`src/rtl/ps2_emu_tx_multi.sv`:
```
// Multi-channel PS/2 device-side transmitter: shared clock divider, per-channel byte FIFO,
// frame serialiser with host-inhibit abort/retransmit and sticky FIFO overflow reporting.
module ps2_emu_tx_multi #(
    parameter int CHANNELS  = 2,
    parameter int FIFO_BITS = 3,
    parameter int PS2DIV    = 100
) (
    input  logic                  clk_sys,
    input  logic                  reset_n,
    input  logic [8*CHANNELS-1:0] wr_data,
    input  logic [CHANNELS-1:0]   wr_strobe,
    input  logic [CHANNELS-1:0]   ps2_clk_in,
    input  logic [CHANNELS-1:0]   overflow_clr,
    output logic [CHANNELS-1:0]   ps2_clk_out,
    output logic [CHANNELS-1:0]   ps2_data_out,
    output logic [CHANNELS-1:0]   fifo_full,
    output logic [CHANNELS-1:0]   fifo_overflow,
    output logic [CHANNELS-1:0]   busy
);

    localparam int unsigned            DEPTH    = 1 << FIFO_BITS;
    localparam int                     DIV_W    = $clog2(PS2DIV);
    localparam logic [DIV_W-1:0]       DIV_MAX  = DIV_W'(PS2DIV - 1);
    localparam logic [FIFO_BITS:0]     CNT_FULL = (FIFO_BITS + 1)'(DEPTH);

    typedef enum logic [2:0] {
        S_IDLE,
        S_DATA,
        S_PARITY,
        S_STOP,
        S_DONE
    } state_t;

    logic [DIV_W-1:0] r_div_cnt;
    logic             r_clk_ps2;
    logic             w_tick;

    always_ff @(posedge clk_sys or negedge reset_n) begin
        if (!reset_n) begin
            r_div_cnt <= '0;
            r_clk_ps2 <= 1'b0;
        end else if (r_div_cnt == DIV_MAX) begin
            r_div_cnt <= '0;
            r_clk_ps2 <= ~r_clk_ps2;
        end else begin
            r_div_cnt <= r_div_cnt + 1'b1;
        end
    end

    assign w_tick = (r_div_cnt == DIV_MAX) && !r_clk_ps2;

    for (genvar g = 0; g < CHANNELS; g++) begin : g_ch
        logic [7:0]           r_mem [DEPTH];
        logic [FIFO_BITS-1:0] r_wptr;
        logic [FIFO_BITS-1:0] r_rptr;
        logic [FIFO_BITS:0]   r_count;
        logic                 r_ovf;
        state_t               r_state;
        state_t               w_state_nx;
        logic [7:0]           r_shift;
        logic [7:0]           w_shift_nx;
        logic                 r_par;
        logic                 w_par_nx;
        logic [2:0]           r_bit;
        logic [2:0]           w_bit_nx;
        logic                 r_data;
        logic                 w_data_nx;
        logic                 r_sync1;
        logic                 r_sync2;
        logic                 r_inh;
        logic                 w_clk_out;
        logic                 w_pop;
        logic                 w_push;

        assign w_clk_out = r_clk_ps2 | (r_state == S_IDLE);

        // Inhibit is only meaningful while our clock is released; the value sampled in the
        // high phase is held through the low phase so the tick at its end can act on it.
        always_ff @(posedge clk_sys or negedge reset_n) begin
            if (!reset_n) begin
                r_sync1 <= 1'b1;
                r_sync2 <= 1'b1;
                r_inh   <= 1'b0;
            end else begin
                r_sync1 <= ps2_clk_in[g];
                r_sync2 <= r_sync1;
                if (w_clk_out) begin
                    r_inh <= !r_sync2;
                end
            end
        end

        assign w_push = wr_strobe[g] && ((r_count != CNT_FULL) || w_pop);

        always_ff @(posedge clk_sys) begin
            if (w_push) begin
                r_mem[r_wptr] <= wr_data[8*g +: 8];
            end
        end

        always_ff @(posedge clk_sys or negedge reset_n) begin
            if (!reset_n) begin
                r_wptr  <= '0;
                r_rptr  <= '0;
                r_count <= '0;
                r_ovf   <= 1'b0;
            end else begin
                if (w_push) begin
                    r_wptr <= r_wptr + 1'b1;
                end
                if (w_pop) begin
                    r_rptr <= r_rptr + 1'b1;
                end
                if (w_push && !w_pop) begin
                    r_count <= r_count + 1'b1;
                end else if (!w_push && w_pop) begin
                    r_count <= r_count - 1'b1;
                end
                if (wr_strobe[g] && !w_push) begin
                    r_ovf <= 1'b1;
                end else if (overflow_clr[g]) begin
                    r_ovf <= 1'b0;
                end
            end
        end

        always_ff @(posedge clk_sys or negedge reset_n) begin
            if (!reset_n) begin
                r_state <= S_IDLE;
                r_shift <= '0;
                r_par   <= 1'b1;
                r_bit   <= '0;
                r_data  <= 1'b1;
            end else begin
                r_state <= w_state_nx;
                r_shift <= w_shift_nx;
                r_par   <= w_par_nx;
                r_bit   <= w_bit_nx;
                r_data  <= w_data_nx;
            end
        end

        always_comb begin
            w_state_nx = r_state;
            w_shift_nx = r_shift;
            w_par_nx   = r_par;
            w_bit_nx   = r_bit;
            w_data_nx  = r_data;
            w_pop      = 1'b0;
            if (w_tick) begin
                // The head stays in the FIFO until DONE, so an abort simply retries it later.
                if (r_inh && (r_state != S_IDLE) && (r_state != S_DONE)) begin
                    w_state_nx = S_IDLE;
                    w_data_nx  = 1'b1;
                end else begin
                    case (r_state)
                        S_IDLE: begin
                            if ((r_count != '0) && !r_inh) begin
                                w_shift_nx = r_mem[r_rptr];
                                w_par_nx   = 1'b1;
                                w_bit_nx   = '0;
                                w_data_nx  = 1'b0;
                                w_state_nx = S_DATA;
                            end
                        end
                        S_DATA: begin
                            w_data_nx  = r_shift[0];
                            w_shift_nx = {1'b0, r_shift[7:1]};
                            w_par_nx   = r_par ^ r_shift[0];
                            w_bit_nx   = r_bit + 3'd1;
                            if (r_bit == 3'd7) begin
                                w_state_nx = S_PARITY;
                            end
                        end
                        S_PARITY: begin
                            w_data_nx  = r_par;
                            w_state_nx = S_STOP;
                        end
                        S_STOP: begin
                            w_data_nx  = 1'b1;
                            w_state_nx = S_DONE;
                        end
                        S_DONE: begin
                            w_pop      = 1'b1;
                            w_data_nx  = 1'b1;
                            w_state_nx = S_IDLE;
                        end
                        default: begin
                            w_data_nx  = 1'b1;
                            w_state_nx = S_IDLE;
                        end
                    endcase
                end
            end
        end

        assign ps2_clk_out[g]   = w_clk_out;
        assign ps2_data_out[g]  = r_data;
        assign fifo_full[g]     = (r_count == CNT_FULL);
        assign fifo_overflow[g] = r_ovf;
        assign busy[g]          = (r_state != S_IDLE) || (r_count != '0);
    end

endmodule

```
`config.mk`:
```
export PLATFORM = sky130hd
export DESIGN_NAME = ps2_emu_tx_multi
export DESIGN_NICKNAME = d
export VERILOG_FILES = /design/src/rtl/ps2_emu_tx_multi.sv
export SDC_FILE = /design/constraint.sdc
export NUM_CORES = 1
export LEC_CHECK = 0
export ABC_AREA = 1
export CAP_MARGIN = 20
export CORE_MARGIN = 8
export CORE_UTILIZATION = 50
export CTS_BUF_LIST = sky130_fd_sc_hd__clkbuf_8
export DETAILED_ROUTE_END_ITERATION = 7
export GPL_TIMING_DRIVEN = 0
export PLACE_DENSITY = 0.68
export SLEW_MARGIN = 20
export SYNTH_ARGS = -nofsm -noshare
export SYNTH_HDL_FRONTEND = slang
export SYNTH_SLANG_ARGS = --single-unit
```
`constraint.sdc`:
```
create_clock -name clk_sys -period 3.48 [get_ports clk_sys]
set_input_delay 0.696 -clock clk_sys [delete_from_list [all_inputs] [get_ports clk_sys]]
set_output_delay 0.696 -clock clk_sys [all_outputs]
set_load 0.02 [all_outputs]
```
; Word level (Yosys, flattened, before mapping)
; Memory sizes are Yosys's and may differ from the RTL's.
; Index checks and enable logic that the tools add are counted.
[classes]
add_sub_neg = 11
n_eq_ne = 23
n_mux = 45
bitwise_logic = 7
n_reduce_logical = 46
[ops]
columns = op, count
row1 = one-hot mux 8 bit (2 select lines), 2
row2 = two-way mux 3 bit, 8
row3 = one-hot mux 3 bit (4 select lines), 2
row4 = two-way mux 1 bit, 20
row5 = "adder 3 x 1 -> 3 bit, second input constant", 6
row6 = two-way mux 4 bit, 4
row7 = two-way mux 8 bit, 2
row8 = logical AND 1 bit, 15
row9 = "== test 3 x 2 -> 1 bit, second input constant", 4
row10 = "== test 3 bit, second input constant", 4
row11 = "!= test 3 bit, second input constant", 4
row12 = one-hot mux 3 bit (2 select lines), 2
row13 = nonzero test 2 bit, 6
row14 = logical NOT 1 bit, 9
row15 = "adder 4 x 1 -> 4 bit, second input constant", 2
row16 = "== test 4 bit, second input constant", 2
row17 = "!= test 4 bit, second input constant", 2
row18 = AND reduction 4 bit, 2
row19 = nonzero test 4 bit, 2
row20 = "subtractor 4 x 1 -> 4 bit, second input constant", 2
row21 = "adder 7 x 1 -> 7 bit, second input constant", 1
row22 = "== test 7 bit, second input constant", 1
row23 = two-way mux 7 bit, 1
row24 = "== test 3 x 1 -> 1 bit, second input constant", 2
row25 = other kinds (12), 27
[word_totals]
reg_bits = 68
ram_bits = 128
in_bits = 24
output_inout_bits = 10
elab_cells = 160
mem_count = 2
[memory_table]
columns = memory, words, word_bits, read_ports, rd_ports_with_merged_regs, wr, line
row1 = g_ch[0].r_mem, 8, 8, 1, 0, 1, 53  ; logic [7:0] r_mem [DEPTH];
row2 = g_ch[1].r_mem, 8, 8, 1, 0, 1, 53

; Depth between registers and ports, before layout
[logic_depth]
ltp_word = 11
mapped_depth = 19

; Worst setup path after synthesis
; Ideal clock, no wire load.
[synth_timing]
path_kind = reg2reg
start = reg g_ch[0].r_count[1]
end = reg g_ch[0].r_count[3]
arrival_ps = 2365
t_required_ps = 3364
slack_ps = 999
path_stages_with_launch = 17
cell_sequence = dfrtp_1 -> nor2_1 -> nand2_1 -> nor2_1 -> nand2_4 -> nand2_4 -> inv_1 -> ha_1 -> inv_1 -> ha_1 -> nand2_1 -> inv_1 -> o21ai_0 -> a21o_1 -> nand2_1 -> nand2_1 -> nand2_1
[synth_via]
elab_chain_cells = 6
[synth_rtl]
columns = element, line
row1 = from (decl), 56  ; logic [FIFO_BITS:0] r_count;
row2 = from (signal assigned), 115  ; r_count <= r_count + 1'b1;
row3 = from (signal assigned), 117  ; r_count <= r_count - 1'b1;
row4 = != test 4 bit *, 93  ; assign w_push = wr_strobe[g] && ((r_count != CNT_FULL) || w_pop);
row5 = logical OR 1 bit *, 93
row6 = logical AND 1 bit *, 93
row7 = net g_ch[0].w_push, 73  ; logic w_push;
row8 = logical NOT 1 bit, 116  ; end else if (!w_push && w_pop) begin
row9 = logical AND 1 bit, 116
row10 = nonzero test 2 bit (no line), -
; Mark *: on every way through the listed nets, which the timed path passes. The rest lies on a longest branch. The select of a mux whose other input is x is not followed.
; A chain may end at the register's enable or synchronous reset.

; Final worst setup path
[layout_timing]
start = reg g_ch[0].r_count[0]
end = out fifo_full[0]
[layout_via]
elab_chain_cells = 1
[layout_rtl]
columns = element, line
row1 = == test 4 bit, 199  ; assign fifo_full[g] = (r_count == CNT_FULL);
row2 = to (decl), 16  ; output logic [CHANNELS-1:0] fifo_full,
; No other way between the ends.

==> flow_metrics.tcl <==
set metrics [dict create \
    cts_tree "yes" \
    irDropWorstVdd_mv 0.334 \
    post_drt_via_cell_ratio 5.13 \
    yosys.area.top_type_share 0.437 \
    clock_sinks 196 \
    core_area_sq_mm 0.0172 \
    synth_compound_area_frac 0.0201 \
    synth.most_common_cell "nand2_1" \
    cts_hold_buf 0 \
    postCtsSetupBuffers 0 \
    cts_max_level 4 \
    numCtsBuffers 17 \
    die_area_sq_mm 0.0221 \
    drv_cap 0 \
    grt_util_all_layers 0.169 \
    design_area_sq_mm 0.00985 \
    yosys.area_share.adder 0.0259 \
    yosysWarningCount 0 \
    antenna_found_initial 0 \
    crit_chain "nor2_1 > nand2_1 > nor2_1 > clkdlybuf4s50_1" \
    n_antenna_cell 0 \
    rsz0062_at_grt "false" \
    slew_violations 0 \
    slew_headroom 0.427 \
    multi_input_area_sq_mm 0.00285 \
    drt_first_iter_violations 410 \
    yosys-mux-area-fraction 0.00128 \
    gp_congestion 0.807 \
    synth-main-ff-cell "edfxtp_1" \
    critPathRequiredTime_ns 2.78 \
    crit_fanout 4 \
    post-route-drc-count 0 \
    fin_crit_sh 0.880 \
    path_common_cell "nor2_1" \
    endpoint_kind "primary output" \
    async_flop_share 0.347 \
    fp.dieH_um 149 \
    syn_inst 866 \
    netlist_area_sq_mm 0.00879 \
    holdWs_ns 0.148 \
    nets 960 \
    num_vias 5935 \
    regArea_sq_mm 0.00556 \
    period_minus_slack_ns 3.06 \
    routed_wl_mm 17.7 \
    power_density_mw_per_mm2 544 \
    tightest_slew_ns 0.856 \
    avgSynthCellArea_sq_um 10.1 \
    clock.fmax_mhz 326 \
    cts-root-buf "clkbuf_8" \
    yosys-top-cells-count "nand2_1 (286), nand3_1 (147), edfxtp_1 (128)" \
    synth-simple-area-share 0.262 \
    outcome "completed" \
    row_count 48 \
    slowest_delay_ns 0.72 \
    grt_max_degree 36 \
    synth_top_family_by_area "simple AND/OR/NAND/NOR gates" \
    drive_gt1_frac 0.112 \
    initial_core_util 0.510 \
    post-dp-hpwl_mm 12.2 \
    fill_cells 1466 \
    cts.clk_slew.worst_paths_ns 0.12 \
    cts_buffer_depth 2 \
    p_leak_nw 4.18 \
    crit_arrival_ns 2.37 \
    hold_viol 0 \
    min_path_type "input port to async pin" \
    grt_pass1_vias 5659 \
    cp_slowest_cell "clkdlybuf4s50_1" \
    setup_viol 0 \
    crit_type "flip-flop to primary output" \
    gr-total-overflow 0 \
    ctsResizeCount 0 \
    synth_xor_area_frac 0.0150 \
    postRouteAntennaNets 0 \
    wl_per_cell_um 15.3 \
    ys_ff_latch 196 \
    io_buffers 33 \
    synth_nets 907 \
    io_pins 34 \
    clk_latency_ns 0.49 \
    grt_pass1_wl_mm 29.1 \
    area_delta_synth_final_pct 12.1 \
    firstDrtPassIters 5 \
    placed_cell_area_sq_mm 0.00942 \
    die_w_um 149 \
    synth_area_leaders "edfxtp_1 (44%), dfrtp_1 (17%), nand2_1 (12%), nand3_1 (8.4%), dfstp_2 (2.4%)" \
    synth_top_cell_by_area "edfxtp_1" \
    synth_edf_count 128 \
    cp-start-kind "flip-flop" \
    skew_ns 0.0168 \
    ys_seq_area_frac 0.632 \
    synth_cell_types 34 \
]
logic make-up after synthesis:
logic type / count (synthesis)
XOR/XNOR: 15
multiplexers: 1
adder cells (fa/ha/maj): 17
buffers and inverters: 89
flip-flops: 196
AND/OR/NAND/NOR: 515
AO/OA/AOI/OAI: 33
layout by cell type, fill, tap and decap left out, drive strengths merged:
cell,synthesis,layout
buf,24,26
nand2,294,294
clkinv,4,12
or2,14,14
o31ai,1,1
nor2,52,52
dfstp,8,8
clkinvlp,0,1
clkbuf,12,29
edfxtp,128,128
mux2,1,1
o21ai,20,20
clkdlybuf4s50,0,32
a21oi,10,10
nor3,4,4
dfrtp,60,60
and2,1,1
nand3,150,150
ha,15,15
inv,49,55
a21o,2,2
xnor2,6,6
xor2,9,9
fa,2,2
area by class of cell:
class,count,share of cell area
inverters,53,0.0205
multi-input cells,581,0.289
plain buffers,36,0.0187
clock inverters,15,0.0203
flip-flops and latches,196,0.564
repair buffers,34,0.0353
clock buffers,17,0.0238
well taps,225,0.0286
layer usage:
metal,GRT usage,routed length (um)
met5,0,0
met4,0.0556,227
met3,0.0371,985
met2,0.256,8110
met1,0.237,8370
metrics by stage:
step,total power (W),utilization,worst slack [ns],setup TNS (ns),cells
3_5_place_dp,0.00390,0.546,0.570,0,1125
2_1_floorplan,0.00359,-,0.999,0,866
5_1_grt,0.00565,0.571,0.259,0,1157
6_report,0.00536,0.571,0.417,0,1157
3_3_place_gp,0.00385,0.545,-0.766,-45.74,1124
4_1_cts,0.00540,0.571,0.397,0,1157
power by group:
group,switching (W),leakage (nW),internal (W)
logic,0.000556,1.94,0.000334
clock network,0.000962,0.211,0.000565
registers,0.000151,2.04,0.00279
total,0.00167,4.18,0.00369
registers in the layout, summed over array words and instances (netlist names):
signal	flops
g_ch.r_ovf	2
g_ch.r_wptr	6
g_ch.r_sync2	2
g_ch.r_state	6
g_ch.r_data	2
g_ch.r_inh	2
g_ch.r_mem	128
r_div_cnt	7
g_ch.r_count	8
g_ch.r_bit	6
r_clk_ps2	1
g_ch.r_sync1	2
g_ch.r_rptr	6
g_ch.r_shift	16
g_ch.r_par	2
worst paths after layout:
check                      slack, ns  cells past startpoint                 end               start
max                             0.42                      4        fifo_full[0]  g_ch[0].r_count[0]
min in group clk_sys            0.36                      0     g_ch[1].r_sync2     g_ch[1].r_sync1
max reg2reg                     0.59                     19  g_ch[0].r_count[3]        r_div_cnt[0]
min                             0.15                      1  g_ch[0].r_state[0]             reset_n
max in group asynchronous       2.73                      2       g_ch[0].r_par             reset_n
min reg2reg                     0.36                      0     g_ch[1].r_sync2     g_ch[1].r_sync1
worst max-delay path, delay by kind of cell (launching register included):
family                 cells  cell delay, ns
buffers and inverters      1            0.72
flip-flops                 1            0.45
AND/OR/NAND/NOR            3            0.72
Power figures use the tool's default switching activity.
